**config.mk**
```make
export PLATFORM = sky130hd
export DESIGN_NAME = ram_master_flat
export DESIGN_NICKNAME = d
export VERILOG_FILES = /design/src/rtl/ram_master_pkg.sv /design/src/rtl/ram_master_if.sv /design/src/rtl/ram_master_align.sv /design/src/rtl/ram_master.sv /design/src/flat_wrapper.sv
export SDC_FILE = /design/constraint.sdc
export NUM_CORES = 1
export LEC_CHECK = 0
export ABC_CLOCK_PERIOD_IN_PS = 3900
export BUFFER_PORTS_ARGS = -buffer_cell sky130_fd_sc_hd__buf_2
export CORE_MARGIN = 4
export CORE_UTILIZATION = 40
export DETAILED_ROUTE_END_ITERATION = 12
export PLACE_DENSITY_LB_ADDON = 0.3
export SYNTH_ARGS = -nofsm -noshare
export SYNTH_HDL_FRONTEND = slang
export SYNTH_SLANG_ARGS = --single-unit
```
**constraint.sdc**
```tcl
create_clock -name clk -period 3.9 [get_ports clk]
set_input_delay 0.975 -clock clk [delete_from_list [all_inputs] [get_ports clk]]
set_output_delay 0.975 -clock clk [all_outputs]
set_load 0.005 [all_outputs]
```
**src/rtl/ram_master_pkg.sv**
```systemverilog
// Shared types for the RAM initiator: access size, initiator FSM states
// and the RAM port handshake state.
package ram_master_pkg;

    typedef enum logic [1:0] {
        MEM_BYTE = 2'd0,
        MEM_HALF = 2'd1,
        MEM_WORD = 2'd2
    } mem_size_t;

    typedef enum logic [1:0] {
        RM_IDLE,
        RM_IBUSY,
        RM_DBUSY,
        RM_DERR
    } ram_master_state_t;

    typedef enum logic [1:0] {
        RAM_FREE  = 2'd0,
        RAM_WAIT  = 2'd1,
        RAM_DONE  = 2'd2,
        RAM_ERROR = 2'd3
    } ram_state_t;

endpackage

```
**src/rtl/ram_master_if.sv**
```systemverilog
// Single-port RAM bus. The initiator (cpu) drives the request side and
// samples read data plus the RAM handshake state; the memory side mirrors it.
interface ram_if;
    import ram_master_pkg::*;

    logic        ren;
    logic [3:0]  wen;
    logic [31:0] addr;
    logic [31:0] store;
    logic [31:0] load;
    ram_state_t  state;

    modport cpu (
        output ren, wen, addr, store,
        input  load, state
    );

    modport mem (
        input  ren, wen, addr, store,
        output load, state
    );

endinterface

```
**src/rtl/ram_master_align.sv**
```systemverilog
// Combinational byte-lane logic: write lanes and replicated store data from
// size/offset, misalignment detection, and load extraction with extension.
module mem_align
    import ram_master_pkg::*;
(
    input  mem_size_t   size_i,
    input  logic [1:0]  off_i,
    input  logic        signed_i,
    input  logic [31:0] store_i,
    input  logic [31:0] load_i,
    output logic [3:0]  wen_o,
    output logic [31:0] store_o,
    output logic        misalign_o,
    output logic [31:0] load_o
);

    logic [31:0] shifted;

    // Lane selection, store replication and load extract for the given size.
    always_comb begin
        shifted    = load_i >> {off_i, 3'b000};
        wen_o      = 4'b1111;
        store_o    = store_i;
        misalign_o = 1'b0;
        load_o     = shifted;
        case (size_i)
            MEM_BYTE: begin
                wen_o   = 4'b0001 << off_i;
                store_o = {4{store_i[7:0]}};
                load_o  = signed_i ? {{24{shifted[7]}}, shifted[7:0]}
                                   : {24'h000000, shifted[7:0]};
            end
            MEM_HALF: begin
                wen_o      = off_i[1] ? 4'b1100 : 4'b0011;
                store_o    = {2{store_i[15:0]}};
                misalign_o = off_i[0];
                load_o     = signed_i ? {{16{shifted[15]}}, shifted[15:0]}
                                      : {16'h0000, shifted[15:0]};
            end
            default: begin
                // Size encoding 3 is treated like a word access.
                misalign_o = |off_i;
            end
        endcase
    end

endmodule

```
**src/rtl/ram_master.sv**
```systemverilog
// RAM initiator: arbitrates instruction fetch and data access onto one RAM
// port, holds the latched request until the RAM reports DONE (or the
// watchdog expires), and returns the aligned load word.
// Optional build macro RAM_MASTER_RR_EN: round-robin between fetch and data
// on simultaneous requests; without it data always wins.
//
//  state     | meaning
//  RM_IDLE   | no access in flight; RAM request lines low; accept a request
//  RM_IBUSY  | fetch on the RAM port, waiting for DONE or watchdog
//  RM_DBUSY  | data load/store on the RAM port, waiting for DONE or watchdog
//  RM_DERR   | misaligned data request; one-cycle faulted hit, no RAM access
module ram_master
    import ram_master_pkg::*;
#(
    parameter int unsigned TIMEOUT = 0
) (
    input  logic        clk,
    input  logic        nrst,
    input  logic        iren_i,
    input  logic [31:0] iaddr_i,
    output logic [31:0] iload_o,
    output logic        ihit_o,
    input  logic        dren_i,
    input  logic        dwen_i,
    input  logic [31:0] daddr_i,
    input  mem_size_t   dsize_i,
    input  logic        dsigned_i,
    input  logic [31:0] dstore_i,
    output logic [31:0] dload_o,
    output logic        dhit_o,
    output logic        dfault_o,
    ram_if.cpu          ram
);

    localparam int unsigned WDW = (TIMEOUT > 1) ? $clog2(TIMEOUT) : 1;
    localparam logic [WDW-1:0] WD_LOAD = (TIMEOUT > 0) ? WDW'(TIMEOUT - 1) : '0;

    ram_master_state_t state_q, state_d;
    logic              ren_q, ren_d;
    logic [3:0]        wen_q, wen_d;
    logic [31:0]       addr_q, addr_d;
    logic [31:0]       store_q, store_d;
    mem_size_t         size_q, size_d;
    logic              sign_q, sign_d;
    logic [WDW-1:0]    wd_q, wd_d;

    logic              dreq;
    logic              grant_data;
    logic              done;
    logic              timeout;

    mem_size_t         al_size;
    logic [1:0]        al_off;
    logic [3:0]        al_wen;
    logic [31:0]       al_store;
    logic              al_mis;
    logic [31:0]       al_load;

    assign dreq = dren_i | dwen_i;

`ifdef RAM_MASTER_RR_EN
    logic prio_data_q, prio_data_d;
    assign grant_data = dreq & (~iren_i | prio_data_q);
`else
    assign grant_data = dreq;
`endif

    assign done    = (ram.state == RAM_DONE);
    // Watchdog down-counter reaches zero on the TIMEOUT-th busy cycle.
    assign timeout = (TIMEOUT != 0) && (wd_q == '0);

    // In IDLE the aligner sees the incoming request; while busy it sees the
    // latched access so the load extract uses the captured size/offset.
    assign al_size = (state_q == RM_IDLE) ? dsize_i : size_q;
    assign al_off  = (state_q == RM_IDLE) ? daddr_i[1:0] : addr_q[1:0];

    mem_align u_align (
        .size_i     (al_size),
        .off_i      (al_off),
        .signed_i   (sign_q),
        .store_i    (dstore_i),
        .load_i     (ram.load),
        .wen_o      (al_wen),
        .store_o    (al_store),
        .misalign_o (al_mis),
        .load_o     (al_load)
    );

    // RAM request lines come straight from registers: stable for the access.
    assign ram.ren   = ren_q;
    assign ram.wen   = wen_q;
    assign ram.addr  = addr_q;
    assign ram.store = store_q;

    // Next-state, request latching and combinational hit/data outputs.
    always_comb begin
        state_d  = state_q;
        ren_d    = ren_q;
        wen_d    = wen_q;
        addr_d   = addr_q;
        store_d  = store_q;
        size_d   = size_q;
        sign_d   = sign_q;
        wd_d     = wd_q;
`ifdef RAM_MASTER_RR_EN
        prio_data_d = prio_data_q;
`endif
        ihit_o   = 1'b0;
        iload_o  = '0;
        dhit_o   = 1'b0;
        dload_o  = '0;
        dfault_o = 1'b0;

        case (state_q)
            RM_IDLE: begin
                ren_d = 1'b0;
                wen_d = 4'b0000;
                wd_d  = WD_LOAD;
                if (grant_data) begin
                    addr_d  = daddr_i;
                    size_d  = dsize_i;
                    sign_d  = dsigned_i;
                    store_d = al_store;
`ifdef RAM_MASTER_RR_EN
                    prio_data_d = 1'b0;
`endif
                    if (al_mis) begin
                        state_d = RM_DERR;
                    end else begin
                        state_d = RM_DBUSY;
                        ren_d   = ~dwen_i;
                        wen_d   = dwen_i ? al_wen : 4'b0000;
                    end
                end else if (iren_i) begin
                    state_d = RM_IBUSY;
                    addr_d  = {iaddr_i[31:2], 2'b00};
                    ren_d   = 1'b1;
`ifdef RAM_MASTER_RR_EN
                    prio_data_d = 1'b1;
`endif
                end
            end
            RM_IBUSY: begin
                if (done || timeout) begin
                    ihit_o  = nrst;
                    iload_o = (done && nrst) ? ram.load : '0;
                    state_d = RM_IDLE;
                    ren_d   = 1'b0;
                    wen_d   = 4'b0000;
                end else if (wd_q != '0) begin
                    wd_d = wd_q - 1'b1;
                end
            end
            RM_DBUSY: begin
                if (done || timeout) begin
                    dhit_o   = nrst;
                    dload_o  = (done && nrst) ? al_load : '0;
                    dfault_o = nrst & ~done;
                    state_d  = RM_IDLE;
                    ren_d    = 1'b0;
                    wen_d    = 4'b0000;
                end else if (wd_q != '0) begin
                    wd_d = wd_q - 1'b1;
                end
            end
            default: begin
                dhit_o   = nrst;
                dfault_o = nrst;
                state_d  = RM_IDLE;
            end
        endcase
    end

    // State and latched-request registers with synchronous active-low reset.
    always_ff @(posedge clk) begin
        if (!nrst) begin
            state_q <= RM_IDLE;
            ren_q   <= 1'b0;
            wen_q   <= 4'b0000;
            addr_q  <= '0;
            store_q <= '0;
            size_q  <= MEM_WORD;
            sign_q  <= 1'b0;
            wd_q    <= '0;
`ifdef RAM_MASTER_RR_EN
            prio_data_q <= 1'b1;
`endif
        end else begin
            state_q <= state_d;
            ren_q   <= ren_d;
            wen_q   <= wen_d;
            addr_q  <= addr_d;
            store_q <= store_d;
            size_q  <= size_d;
            sign_q  <= sign_d;
            wd_q    <= wd_d;
`ifdef RAM_MASTER_RR_EN
            prio_data_q <= prio_data_d;
`endif
        end
    end

endmodule

```
**src/flat_wrapper.sv**
```systemverilog
// flat-port wrapper written by rule: the top's interface ports become plain ports
module ram_master_flat import ram_master_pkg::*;
#(
    parameter int unsigned TIMEOUT = 0
)
  (clk, nrst, iren_i, iaddr_i, iload_o, ihit_o, dren_i, dwen_i, daddr_i, dsize_i, dsigned_i, dstore_i, dload_o, dhit_o, dfault_o, ram_ren, ram_wen, ram_addr, ram_store, ram_load, ram_state);
  ram_if ram_i ();
  input  logic clk;
  input  logic nrst;
  input  logic iren_i;
  input  logic [31:0] iaddr_i;
  output logic [31:0] iload_o;
  output logic ihit_o;
  input  logic dren_i;
  input  logic dwen_i;
  input  logic [31:0] daddr_i;
  input  mem_size_t dsize_i;
  input  logic dsigned_i;
  input  logic [31:0] dstore_i;
  output logic [31:0] dload_o;
  output logic dhit_o;
  output logic dfault_o;
  output wire logic [$bits(ram_i.ren)-1:0] ram_ren;
  output wire logic [$bits(ram_i.wen)-1:0] ram_wen;
  output wire logic [$bits(ram_i.addr)-1:0] ram_addr;
  output wire logic [$bits(ram_i.store)-1:0] ram_store;
  input wire logic [$bits(ram_i.load)-1:0] ram_load;
  input wire logic [$bits(ram_i.state)-1:0] ram_state;
  assign ram_ren = ram_i.ren;
  assign ram_wen = ram_i.wen;
  assign ram_addr = ram_i.addr;
  assign ram_store = ram_i.store;
  assign ram_i.load = ram_load;
  assign ram_i.state = ram_state;
  ram_master #(.TIMEOUT(TIMEOUT)) u_core (.clk(clk), .nrst(nrst), .iren_i(iren_i), .iaddr_i(iaddr_i), .iload_o(iload_o), .ihit_o(ihit_o), .dren_i(dren_i), .dwen_i(dwen_i), .daddr_i(daddr_i), .dsize_i(dsize_i), .dsigned_i(dsigned_i), .dstore_i(dstore_i), .dload_o(dload_o), .dhit_o(dhit_o), .dfault_o(dfault_o), .ram(ram_i));
endmodule
```
==> qor.yml <==
status: "complete, no violations"
dp_slack_ns: 0.230
arrival_ns: 2.80
clk_pin_slew_worst_paths_ns: 0.08
syn_nets: 720
setup_slack_ns: 0.122
ctsRootBufferMaster: "clkbuf_8"
synth-seq-cells: 74
end_kind: "primary output"
syn_to_final_growth_pct: 40.1
ys_seq_area_share_pct: 33.6
synth_top_area_share_pct: 33.6
max_freq_mhz: 265
vdd_drop_max_uv: 391
via_per_inst: 5.29
drc: 0
layout-drive-gt1-share_pct: 40.2
cts_tree: "built"
avgSynthCellArea_um2: 7.63
die_x_um: 113
syn_inst: 578
cts_made_buffers: 9
drv_slew: 0
synth_area_leaders: "dfxtp_1 (34%), nand2_1 (12%), o211a_1 (9.3%), and2_1 (5.0%), nand3_1 (4.6%)"
worstSetupPathType: "register to primary output"
synth_area_um2: 4410
nets: 970
yosysMostFrequentCell: "nand2_1"
synth.distinct_cells: 40
ant_nets: 0
synth_flop_cell: "dfxtp_1"
fillers: 997
cp_max_fo: 7
rsz0062_at_grt: "true"
finalWirelength_um: 15800
num_vias: 5150
placed_area_um2: 5870
grt_pass1_vias: 4859
final.period_utilization_pct: 96.9
row_count: 38
total_leakage_power_nw: 3.47
hpwl_um: 12100
grt.overflow.total: 0
total_power_mw: 4.26
coreArea_um2: 10800
skew_ns: 0.0144
dieHeight_um: 113
drtIter0Drc: 383
ys_warn_count: 0
async_flop_share_pct: 0
grt_pass1_wl_um: 24100
ff_latch_area_um2: 1480
hold_violations: 0
cts_max_level: 3
finalSetupViolCount: 0
worstMarginPinSlew_ns: 1.17
routabilityCongestion: 1.00
wl_per_cell_um: 16.2
min_path_cells: 2
io_buffers: 271
yosysTopAreaCell: "dfxtp_1"
slew_headroom_pct: 22.1
hp-class: "register to register"
cp-start-kind: "register"
dr.pass1.iters: 6
antenna_found_initial: 1
dp.cells: 953
start_util_pct: 40.7
post-route-min-period_ns: 3.78
final_cells: 974
cap_viol_max_count: 0
grt_usage_pct: 23.2
crit_required_ns: 2.92
insertion_delay_ns: 0.36
die_area_um2: 12800
io_pins: 274
synth_edf_count: 0
cts_buffer_depth: 2
rr_worst_depth: 8
clkSinkCount: 74
multi_input_comb_area_um2: 2740
fin_area_um2: 6180
power_density_nw_per_um2: 688
synth_commonest_cells: "nand2_1 (140), dfxtp_1 (74), clkbuf_1 (41), nand3_1 (41), o211a_1 (41)"
fin_hold_ws_ns: 0.464
grt_max_degree: 60
repair_timing:
action                                  4_1_cts  5_1_grt
endpoints found under the setup margin        0       15
gates resized for setup                       0        3
hold buffers                                  0        0
hold endpoints to repair                      0        0
buffers inserted                              0        4
metal layers:
metal | vias to the layer above | global-route usage [%] | wire [um]
li1 | 2529 | - | -
met1 | 2333 | 25.3 | 5910
met3 | 40 | 7.06 | 1530
met5 | - | 0 | 11
met2 | 246 | 41.5 | 7770
met4 | 2 | 10.2 | 547
final cells by class:
type,instances,area share (%)
flip-flops and latches,74,24.0
inverters,3,0.182
clock buffers,9,2.00
clock inverters,7,2.41
multi-input cells,450,44.3
repair buffers,290,24.2
diodes,1,0.0405
well taps,140,2.83
per-stage QoR:
| stage | utilization [%] | TNS (ns) |
|---|---|---|
| 2_1_floorplan | - | 0 |
| 3_3_place_gp | 54.1 | 0 |
| 3_5_place_dp | 54.1 | 0 |
| 4_1_cts | 56.7 | 0 |
| 5_1_grt | 57.0 | -0.0197 |
| 6_report | 57.1 | 0 |
report_power, final:
group | switching (mW) | total, mW | internal, mW
Combinational | 1.30 | 2.23 | 0.938
Sequential | 0.163 | 1.22 | 1.05
Clock | 0.311 | 0.808 | 0.497
Total | 1.77 | 4.26 | 2.49
cell usage in the layout, fill, tap and decap left out, types with 2 or more instances in the layout:
cell type  instances
a211oi_1           8
a21boi_0          12
a21oi_1           36
a222oi_1           3
a22oi_1            7
a31oi_1           13
a32oi_1            3
and2_1            34
buf_2            271
buf_4             19
bufinv_16          4
clkbuf_8           9
dfxtp_1           74
ha_1               4
inv_1              3
mux2_2             9
mux2i_1           13
mux2i_4            2
nand2_1          140
nand2b_1           4
nand3_1           41
nand3b_1           2
nor2_1            11
nor2b_1            9
nor3_1             9
o211a_1           41
o21ai_0           24
or2_2              8
xnor2_1            2
final timing paths:
check	startpoint	slack (ns)	end
worst max-delay path	u_core.state_q[1]	0.12	dload_o[18]
worst min-delay path	u_core.ram.store[0]	0.46	u_core.ram.store[0]
worst max register to register	u_core.state_q[1]	1.45	u_core.ram.store[31]
worst min register to register	u_core.ram.store[0]	0.46	u_core.ram.store[0]
cells by family (layout without fill, tap and decap cells):
logic type / after synthesis / count (layout) / synth area share [%]
AOI/OAI and AO/OA: 157 / 157 / 26.5
xor gates and xnor gates: 2 / 2 / 0.397
adders and majority gates: 4 / 4 / 1.13
buffers and inverters: 54 / 309 / 5.10
DFF: 74 / 74 / 33.6
muxes: 24 / 24 / 5.78
other: 0 / 1 / 0
and+or+nand+nor: 263 / 263 / 27.5
flip-flops by register name, summed over array words and instances (netlist names):
register	count
u_core.ram.store	32
u_core.state_q	2
u_core.ram.ren	1
u_core.ram.wen	4
u_core.size_q	2
u_core.sign_q	1
u_core.ram.addr	32
critical path: stages (launching register included):
cell      delay (ns)
dfxtp_1         0.34
inv_1           0.12
ha_1            0.33
mux2i_4         0.37
mux2i_1         0.17
mux2i_1         0.32
a311oi_4        0.15
buf_4           0.19
a211oi_1        0.28
buf_2           0.17
(Power assumes the default switching activity.)
